### src/rtl/gyro_sched_pkg.sv
// Shared types and defaults for the bidir TX scheduler and the RX merge path.
// No logic, so no latency or backpressure behaviour.
// Used by bidir_tx_sched and rr_arb_next.
package gyro_sched_pkg;

    typedef enum logic [0:0] {
        IDLE = 1'b0,
        XFER = 1'b1
    } sched_state_e;

    localparam int CH_IDX_W        = 2;
    localparam int CNT_W_DEF       = 16;
    localparam int STALL_LIMIT_DEF = 1024;

endpackage

### src/rtl/rr_arb_next.sv
// Next-eligible-lane finder: round-robin from last grant + 1, or a single fixed lane.
// Latency: purely combinational.
// Backpressure: none; o_valid=0 when no lane qualifies.
module rr_arb_next
    import gyro_sched_pkg::*;
#(
    parameter int NUM_CH = 3
) (
    input  logic [NUM_CH-1:0]   i_mask,
    input  logic [CH_IDX_W-1:0] i_last_grant,
    input  logic                i_fixed_en,
    input  logic [CH_IDX_W-1:0] i_fixed_ch,
    output logic                o_valid,
    output logic [CH_IDX_W-1:0] o_idx
);

    logic                w_rr_vld;
    logic [CH_IDX_W-1:0] w_rr_idx;
    logic                w_fx_vld;

    // Scan offsets from farthest to nearest so the nearest enabled lane wins.
    always_comb begin
        w_rr_vld = 1'b0;
        w_rr_idx = '0;
        for (int k = NUM_CH; k >= 1; k--) begin
            for (int i = 0; i < NUM_CH; i++) begin
                if (i_mask[i] && (((int'(i_last_grant) + k) % NUM_CH) == i)) begin
                    w_rr_vld = 1'b1;
                    w_rr_idx = CH_IDX_W'(i);
                end
            end
        end
    end

    // Out-of-range fixed lanes never match a real lane index.
    always_comb begin
        w_fx_vld = 1'b0;
        for (int i = 0; i < NUM_CH; i++) begin
            if ((i_fixed_ch == CH_IDX_W'(i)) && i_mask[i]) begin
                w_fx_vld = 1'b1;
            end
        end
    end

    assign o_valid = i_fixed_en ? w_fx_vld   : w_rr_vld;
    assign o_idx   = i_fixed_en ? i_fixed_ch : w_rr_idx;

endmodule

### src/rtl/bidir_tx_sched.sv
// Packet scheduler steering whole AXI-stream packets from the TX FIFO to one bidir lane.
// Latency: data is combinational pass-through; one arbitration bubble per packet.
// Backpressure: s_tready follows the granted lane's m_tready in XFER, held 0 in IDLE.
module bidir_tx_sched
    import gyro_sched_pkg::*;
#(
    parameter int DATA_W      = 32,
    parameter int NUM_CH      = 3,
    parameter int CNT_W       = CNT_W_DEF,
    parameter int STALL_LIMIT = STALL_LIMIT_DEF
) (
    input  logic                    clk,
    input  logic                    rstn,
    input  logic [NUM_CH-1:0]       cfg_ch_en,
    input  logic                    cfg_fixed_en,
    input  logic [CH_IDX_W-1:0]     cfg_fixed_ch,
    input  logic                    cnt_clr,
    input  logic [DATA_W-1:0]       s_tdata,
    input  logic                    s_tvalid,
    input  logic                    s_tlast,
    output logic                    s_tready,
    output logic [DATA_W-1:0]       m_tdata,
    output logic                    m_tlast,
    output logic [NUM_CH-1:0]       m_tvalid,
    input  logic [NUM_CH-1:0]       m_tready,
    output logic                    busy,
    output logic [CH_IDX_W-1:0]     cur_ch,
    output logic [NUM_CH*CNT_W-1:0] pkt_cnt,
    output logic                    stall_err
);

    localparam int STALL_W = $clog2(STALL_LIMIT + 1);

    sched_state_e        r_state;
    logic [CH_IDX_W-1:0] r_grant;
    logic [CH_IDX_W-1:0] r_last_grant;
    logic [STALL_W-1:0]  r_stall_cnt;
    logic                r_stall_err;
    logic [CNT_W-1:0]    r_pkt_cnt [NUM_CH];

    logic [NUM_CH-1:0]   w_grant_oh;
    logic                w_xfer;
    logic                w_lane_rdy;
    logic                w_hs;
    logic                w_pkt_done;
    logic                w_stalled;
    logic                w_arb_vld;
    logic [CH_IDX_W-1:0] w_arb_idx;

    rr_arb_next #(
        .NUM_CH (NUM_CH)
    ) u_arb (
        .i_mask       (cfg_ch_en),
        .i_last_grant (r_last_grant),
        .i_fixed_en   (cfg_fixed_en),
        .i_fixed_ch   (cfg_fixed_ch),
        .o_valid      (w_arb_vld),
        .o_idx        (w_arb_idx)
    );

    always_comb begin
        w_grant_oh = '0;
        for (int i = 0; i < NUM_CH; i++) begin
            if (r_grant == CH_IDX_W'(i)) begin
                w_grant_oh[i] = 1'b1;
            end
        end
    end

    assign w_xfer     = (r_state == XFER);
    assign w_lane_rdy = |(m_tready & w_grant_oh);
    assign w_hs       = s_tvalid & s_tready;
    assign w_pkt_done = w_hs & s_tlast;
    assign w_stalled  = w_xfer & s_tvalid & ~w_lane_rdy;

    assign s_tready  = w_xfer & w_lane_rdy;
    assign m_tvalid  = w_grant_oh & {NUM_CH{w_xfer & s_tvalid}};
    assign m_tdata   = s_tdata;
    assign m_tlast   = s_tlast;
    assign busy      = w_xfer;
    assign cur_ch    = r_grant;
    assign stall_err = r_stall_err;

    // Config is only sampled in IDLE, which keeps each packet on one lane.
    always_ff @(posedge clk or negedge rstn) begin
        if (!rstn) begin
            r_state      <= IDLE;
            r_grant      <= '0;
            r_last_grant <= CH_IDX_W'(NUM_CH - 1);
        end else begin
            case (r_state)
                IDLE: begin
                    if (s_tvalid && w_arb_vld) begin
                        r_state <= XFER;
                        r_grant <= w_arb_idx;
                    end
                end
                XFER: begin
                    if (w_pkt_done) begin
                        r_state      <= IDLE;
                        r_last_grant <= r_grant;
                    end
                end
                default: r_state <= IDLE;
            endcase
        end
    end

    // Counter holds while upstream idles mid-packet; only true backpressure advances it.
    always_ff @(posedge clk or negedge rstn) begin
        if (!rstn) begin
            r_stall_cnt <= '0;
            r_stall_err <= 1'b0;
        end else begin
            if (cnt_clr || !w_xfer || w_hs) begin
                r_stall_cnt <= '0;
            end else if (w_stalled && (r_stall_cnt != STALL_W'(STALL_LIMIT))) begin
                r_stall_cnt <= r_stall_cnt + 1'b1;
            end

            if (cnt_clr) begin
                r_stall_err <= 1'b0;
            end else if (w_stalled && (r_stall_cnt == STALL_W'(STALL_LIMIT - 1))) begin
                r_stall_err <= 1'b1;
            end
        end
    end

    always_ff @(posedge clk or negedge rstn) begin
        if (!rstn) begin
            for (int i = 0; i < NUM_CH; i++) begin
                r_pkt_cnt[i] <= '0;
            end
        end else begin
            for (int i = 0; i < NUM_CH; i++) begin
                if (cnt_clr) begin
                    r_pkt_cnt[i] <= '0;
                end else if (w_pkt_done && w_grant_oh[i]) begin
                    r_pkt_cnt[i] <= r_pkt_cnt[i] + 1'b1;
                end
            end
        end
    end

    for (genvar g = 0; g < NUM_CH; g++) begin : g_cnt_out
        assign pkt_cnt[g*CNT_W +: CNT_W] = r_pkt_cnt[g];
    end

endmodule

### config.mk
export PLATFORM = sky130hd
export DESIGN_NAME = bidir_tx_sched
export DESIGN_NICKNAME = d
export VERILOG_FILES = /design/src/rtl/gyro_sched_pkg.sv /design/src/rtl/rr_arb_next.sv /design/src/rtl/bidir_tx_sched.sv
export SDC_FILE = /design/constraint.sdc
export NUM_CORES = 1
export LEC_CHECK = 0
export ABC_AREA = 1
export BUFFER_PORTS_ARGS = -buffer_cell sky130_fd_sc_hd__buf_2
export CORE_UTILIZATION = 42
export DETAILED_ROUTE_END_ITERATION = 16
export PLACE_DENSITY = 0.67
export SLEW_MARGIN = 30
export SYNTH_ARGS = -nofsm -noshare
export SYNTH_HDL_FRONTEND = slang
export SYNTH_SLANG_ARGS = --single-unit
### constraint.sdc
create_clock -name clk -period 3.4 [get_ports clk]
set_clock_uncertainty 0.15 [all_clocks]
set_input_delay 0.17 -clock clk [delete_from_list [all_inputs] [get_ports clk]]
set_output_delay 0.17 -clock clk [all_outputs]
set_load 0.01 [all_outputs]
# ---- Word-level counts from Yosys, hierarchy flattened
# Cells that the tools add are included.
dict set report totals {
  register_bits 65
  in_bits 46
  out_inout_bits 89
  wordCells 111
}
dict set report classes {
  addsub 7
  div_mod_pow 3
  n_eq_ne 12
  n_mux 38
  n_bitwise 9
  n_reduce_logical 34
}
# op count
set op_table {}
lappend op_table {{32-bit by 2-bit equality test with 1-bit output (second input constant)} 3}
lappend op_table {{32-bit by 3-bit equality test with 1-bit output (second input constant)} 3}
lappend op_table {{32-bit zero test} 3}
lappend op_table {{32-bit by 3-bit remainder unit with 32-bit output (second input constant)} 3}
lappend op_table {{16-bit two-way mux} 6}
lappend op_table {{16-bit by 1-bit adder with 16-bit output (second input constant)} 3}
lappend op_table {{11-bit two-way mux} 2}
lappend op_table {{1-bit two-way mux} 21}
lappend op_table {{1-bit logical AND} 18}
lappend op_table {{2-bit two-way mux} 8}
lappend op_table {{11-bit by 1-bit adder with 11-bit output (second input constant)} 1}
lappend op_table {{11-bit by 10-bit equality test with 1-bit output (second input constant)} 1}
lappend op_table {{11-bit inequality test (second input constant)} 1}
lappend op_table {{2-bit nonzero test} 5}
lappend op_table {{2-bit by 2-bit adder with 3-bit output (second input constant)} 2}
lappend op_table {{3-bit bitwise AND} 2}
lappend op_table {{1-bit bitwise AND} 5}
lappend op_table {{2-bit by 1-bit equality test with 1-bit output (second input constant)} 2}
lappend op_table {{2-bit equality test (second input constant)} 2}
lappend op_table {{2-bit zero test} 2}
lappend op_table {{2-bit AND reduction} 2}
lappend op_table {{2-bit by 1-bit adder with 3-bit output (second input constant)} 1}
lappend op_table {{3-bit OR reduction} 1}
lappend op_table {{1-bit logical OR} 2}
lappend op_table {{other kinds (3)} 4}

# ---- Depth between registers and ports, before layout
dict set report logic_depth {
  depth_word 17
  depth_mapped 12
  ltp_nobuf 12
}

# ---- By module
# A second synthesis with hierarchy kept.
dict set report unflattened {
  hier_cells 681
  area_unflattened_um2 4499.3
}
# module instances cells_each area_each_um2 seq_area_each_um2
set by_module_without_submodules {}
lappend by_module_without_submodules {bidir_tx_sched 1 646 4336.7 1627.8}
lappend by_module_without_submodules {rr_arb_next 1 35 162.7 0.0}

# ---- Worst setup path after synthesis
# No wires, ideal clock.
dict set report synth_path {
  kind {reg2reg}
  start {register r_grant[1], in the netlist cur_ch[1]}
  end {register r_pkt_cnt, in the netlist pkt_cnt[21]}
  setup_ns 0.116
  arrival_time_ns 1.345
  required_time_ns 3.134
  path_slack_ns 1.788
  path_stages_with_launch 9
  path_cell_list {dfrtp_1 nor2_1 nand2_2 nand3_4 nand4_1 nand2_4 inv_2 nand2_1 nand2_2}
}
dict set report synth_between {
  elab_chain_len 9
}
# item line_no
set synth_rtl {}
lappend synth_rtl {{start: declaration} bidir_tx_sched.sv:35} ;# logic [CH_IDX_W-1:0] r_grant;
lappend synth_rtl {{start signal: assignment} bidir_tx_sched.sv:95} ;# r_grant <= w_arb_idx;
lappend synth_rtl {{2-bit by 1-bit equality test with 1-bit output, or another cell as far along} bidir_tx_sched.sv:64} ;# if (r_grant == CH_IDX_W'(i)) begin
lappend synth_rtl {{1-bit two-way mux} bidir_tx_sched.sv:64}
lappend synth_rtl {{3-bit bitwise AND} bidir_tx_sched.sv:71} ;# assign w_lane_rdy = |(m_tready & w_grant_oh);
lappend synth_rtl {{3-bit OR reduction} bidir_tx_sched.sv:71}
lappend synth_rtl {{1-bit bitwise AND} bidir_tx_sched.sv:76} ;# assign s_tready = w_xfer & w_lane_rdy;
lappend synth_rtl {{1-bit bitwise AND} bidir_tx_sched.sv:72} ;# assign w_hs = s_tvalid & s_tready;
lappend synth_rtl {{1-bit bitwise AND} bidir_tx_sched.sv:73} ;# assign w_pkt_done = w_hs & s_tlast;
lappend synth_rtl {{1-bit logical AND *} bidir_tx_sched.sv:138} ;# end else if (w_pkt_done && w_grant_oh[i]) begin
lappend synth_rtl {{2-bit nonzero test (no source line) *} n/a}
lappend synth_rtl {{end signal: indexed assignment} bidir_tx_sched.sv:139} ;# r_pkt_cnt[i] <= r_pkt_cnt[i] + 1'b1;
lappend synth_rtl {{end: declaration} bidir_tx_sched.sv:39} ;# logic [CNT_W-1:0] r_pkt_cnt [NUM_CH];
# Every way passes the cells marked *; elsewhere a longest branch is shown, timed or not.
# A chain may end at the register's enable or synchronous reset.

# ---- Worst setup path after layout
dict set report layout_path {
  start {register r_grant[1], in the netlist cur_ch[1]}
  end {register r_stall_cnt[1]}
}
dict set report layout_between {
  elab_chain_len 8
}
# item line_no
set layout_rtl {}
lappend layout_rtl {{2-bit by 1-bit equality test with 1-bit output, or another cell as far along} bidir_tx_sched.sv:64}
lappend layout_rtl {{1-bit two-way mux} bidir_tx_sched.sv:64}
lappend layout_rtl {{3-bit bitwise AND *} bidir_tx_sched.sv:71}
lappend layout_rtl {{3-bit OR reduction *} bidir_tx_sched.sv:71}
lappend layout_rtl {{1-bit bitwise AND / 1-bit inverter (equally long branches)} {bidir_tx_sched.sv:76, bidir_tx_sched.sv:74}}
lappend layout_rtl {{1-bit bitwise AND, on equally long branches} {bidir_tx_sched.sv:72, bidir_tx_sched.sv:74}}
lappend layout_rtl {{1-bit logical OR / 1-bit logical AND (equally long branches)} {bidir_tx_sched.sv:115, bidir_tx_sched.sv:117}}
lappend layout_rtl {{11-bit two-way mux / 2-bit nonzero test (equally long branches)} n/a}
lappend layout_rtl {{end signal: assignment} bidir_tx_sched.sv:118} ;# r_stall_cnt <= r_stall_cnt + 1'b1;
lappend layout_rtl {{end: declaration} bidir_tx_sched.sv:37} ;# logic [STALL_W-1:0] r_stall_cnt;
# Marked as above.

==> results.ini <==
[sta]
fin_crit_sh = 0.594
period_minus_slack_ns = 2.02
tightest_slew_ns = 0.872
slew_headroom = 0.419
finalSetupTns_ns = 0
fmax_mhz = 495
finalHoldViolCount = 0
rsz0062_at_grt = no
finalMaxSlewViolations = 0
setup_viol = 0

[clocking]
htree_levels = 3
cts_resized = 0
insertion_delay_ns = 0.36
clkTransAtPathRegs_ns = 0.06
numClockSinks = 65
cts_tree = done
numCtsBuffers = 9
cts_max_path_buffers = 2
root_buffer = clkbuf_8

[detailed_routing]
drt-wirelength-per-cell_um = 13.1
wl_um = 11500
first_pass_iters = 7
via_count = 4395
viasPerCell = 5.02
ant_nets = 0
first_iter_violations = 280
drc = 0

[synth]
synth_cell_types = 31
synth_nets = 743
yosysWarningCount = 0
netlist_instances = 690
syn_area_per_cell_um2 = 6.77
synth_area_um2 = 4670
ys_seq_elements = 65
ys_seq_area_frac = 0.349

[global_routing]
grt_pass1_wl_um = 18900
grt_usage = 0.207
grt-ovfl-total = 0
grt_pass1_vias = 4065
antenna_found_initial = 0
grt_max_degree = 37

[power_and_ir_drop]
vdd_drop_max_mv = 0.175
p_leak_nw = 2.46
cellPowerDensity_nw_per_um2 = 383

[die]
die_w_um = 107
die-area_um2 = 11500
die_y_um = 107
core_area_um2 = 10800
num_rows = 38
initial_core_util = 0.431
io_pins = 135

[flow_run]
drv_cap = 0

[critical_path]
startpoint_type = flop
required_ns = 3.54
crit_arrival_ns = 2.16
startpoint = cur_ch[1]
worst-path-max-fanout = 11
endpoint_kind = flop
ff2ff_setup_slack_ns = 1.38
regToRegStartpoint = cur_ch[1]
critical_path_class = reg -> reg
rr_worst_depth = 6
r2r_end = r_stall_cnt[1]

[final_layout]
multi_input_area_um2 = 2500
layout.nets = 784
drive_gt1_frac = 0.174
final_common_cell = nand2_1
area_delta_synth_final_pct = 8.41
num_antenna_cells = 0
fillers = 1106
final_cell_mix = nand2_1 (226), nor2_1 (115), buf_2 (70)
fin_cells = 875
seqCellArea_um2 = 1630

[placed_design]
hpwlAfterDp_um = 8320
io_buffers = 70
place_congestion = 0.898
dp_cells = 857

[worst_hold_path]
whs_path_depth = 5
min_to = cur_ch[1]
min_from = cfg_fixed_ch[1]
hold_class = in -> reg

[status]
status = finished, final reports clean

## critical path: stages, from the launching register on
cell,delay (ns)
dfrtp_1,0.48
inv_1,0.12
nand3_1,0.15
nand4_1,0.12
a21oi_1,0.69
nand3_1,0.16
nand2_1,0.09
## sequential cells by signal, summed over array words and instances (netlist names)
name	count
busy	1
r_stall_cnt	11
r_last_grant	2
cur_ch	2
stall_err	1
pkt_cnt	48
## metal layers
metal / global-route usage / share of wire / up-vias / wire length [µm]
met2: 0.337 / 0.47 / 113 / 5370
met1: 0.266 / 0.46 / 2014 / 5250
li1: - / - / 2239 / -
met5: 0 / 0 / - / 0
met3: 0.0351 / 0.047 / 29 / 538
met4: 0.0978 / 0.026 / 0 / 299
## power breakdown
| group | switching (W) | leakage [nW] | internal [W] |
|---|---|---|---|
| Sequential | 0.0000490 | 0.898 | 0.000811 |
| Combinational | 0.000351 | 1.47 | 0.000141 |
| Clock | 0.000312 | 0.0887 | 0.000276 |
## through the flow
step | utilization | power, W | instance area, µm² | setup slack (ns) | hold WS (ns)
3_3_place_gp | 0.449 | 0.00134 | 4870 | 1.48 | 0.168
5_1_grt | 0.467 | 0.00206 | 5060 | 1.17 | 0.0508
2_1_floorplan | - | 0.00126 | 4670 | 1.79 | -0.276
6_report | 0.467 | 0.00194 | 5060 | 1.38 | 0.0291
3_5_place_dp | 0.449 | 0.00136 | 4870 | 1.41 | 0.169
4_1_cts | 0.467 | 0.00195 | 5060 | 1.39 | 0.0262
## area by class of cell
type,instances,share of cell area
inverters,51,0.0378
well taps,140,0.0346
repair buffers,76,0.0796
clock buffers,11,0.0279
multi-input cells,528,0.495
clock inverters,4,0.00395
flip-flops and latches,65,0.322
## timing repair
item                                   4_1_cts  5_1_grt
setup buffers                                0        0
endpoints found under the hold margin       35        0
hold buffers                                 3        0
## cell families (layout without fill, tap and decap cells)
family / Yosys count / in the layout / share of synthesized area
AOI/OAI and AO/OA: 25 / 25 / 0.0346
adders and majority gates: 7 / 7 / 0.0188
and+or+nand+nor: 473 / 473 / 0.440
buffers and inverters: 97 / 142 / 0.115
DFF: 65 / 65 / 0.349
xor gates and xnor gates: 23 / 23 / 0.0431
## worst max path at each step
stage | endpoint | cells past startpoint | slack, ns
after floorplan | pkt_cnt[21] | 8 | 1.79
after global placement | r_stall_cnt[0] | 7 | 1.48
after detailed placement | r_stall_cnt[1] | 6 | 1.41
after CTS | r_stall_cnt[1] | 6 | 1.39
after global routing | r_stall_cnt[5] | 6 | 1.17
final | r_stall_cnt[1] | 6 | 1.38
## cells in the mapped netlist, drive strengths merged
master | number | area (µm²)
clkinv | 1 | 3.75
nand2 | 252 | 1020
clkbuf | 4 | 15.0
inv | 50 | 188
o21ai | 20 | 123
nand3 | 59 | 313
nand4 | 23 | 144
nor3b | 3 | 22.5
nor3 | 14 | 70.1
o21bai | 1 | 7.51
a21oi | 4 | 31.3
nand3b | 6 | 45.0
xnor2 | 8 | 70.1
dfrtp | 64 | 1600
xor2 | 15 | 131
buf | 42 | 332
dfstp | 1 | 26.3
nor2 | 116 | 438
ha | 7 | 87.6
No activity file was read; power rests on OpenSTA's default activity.
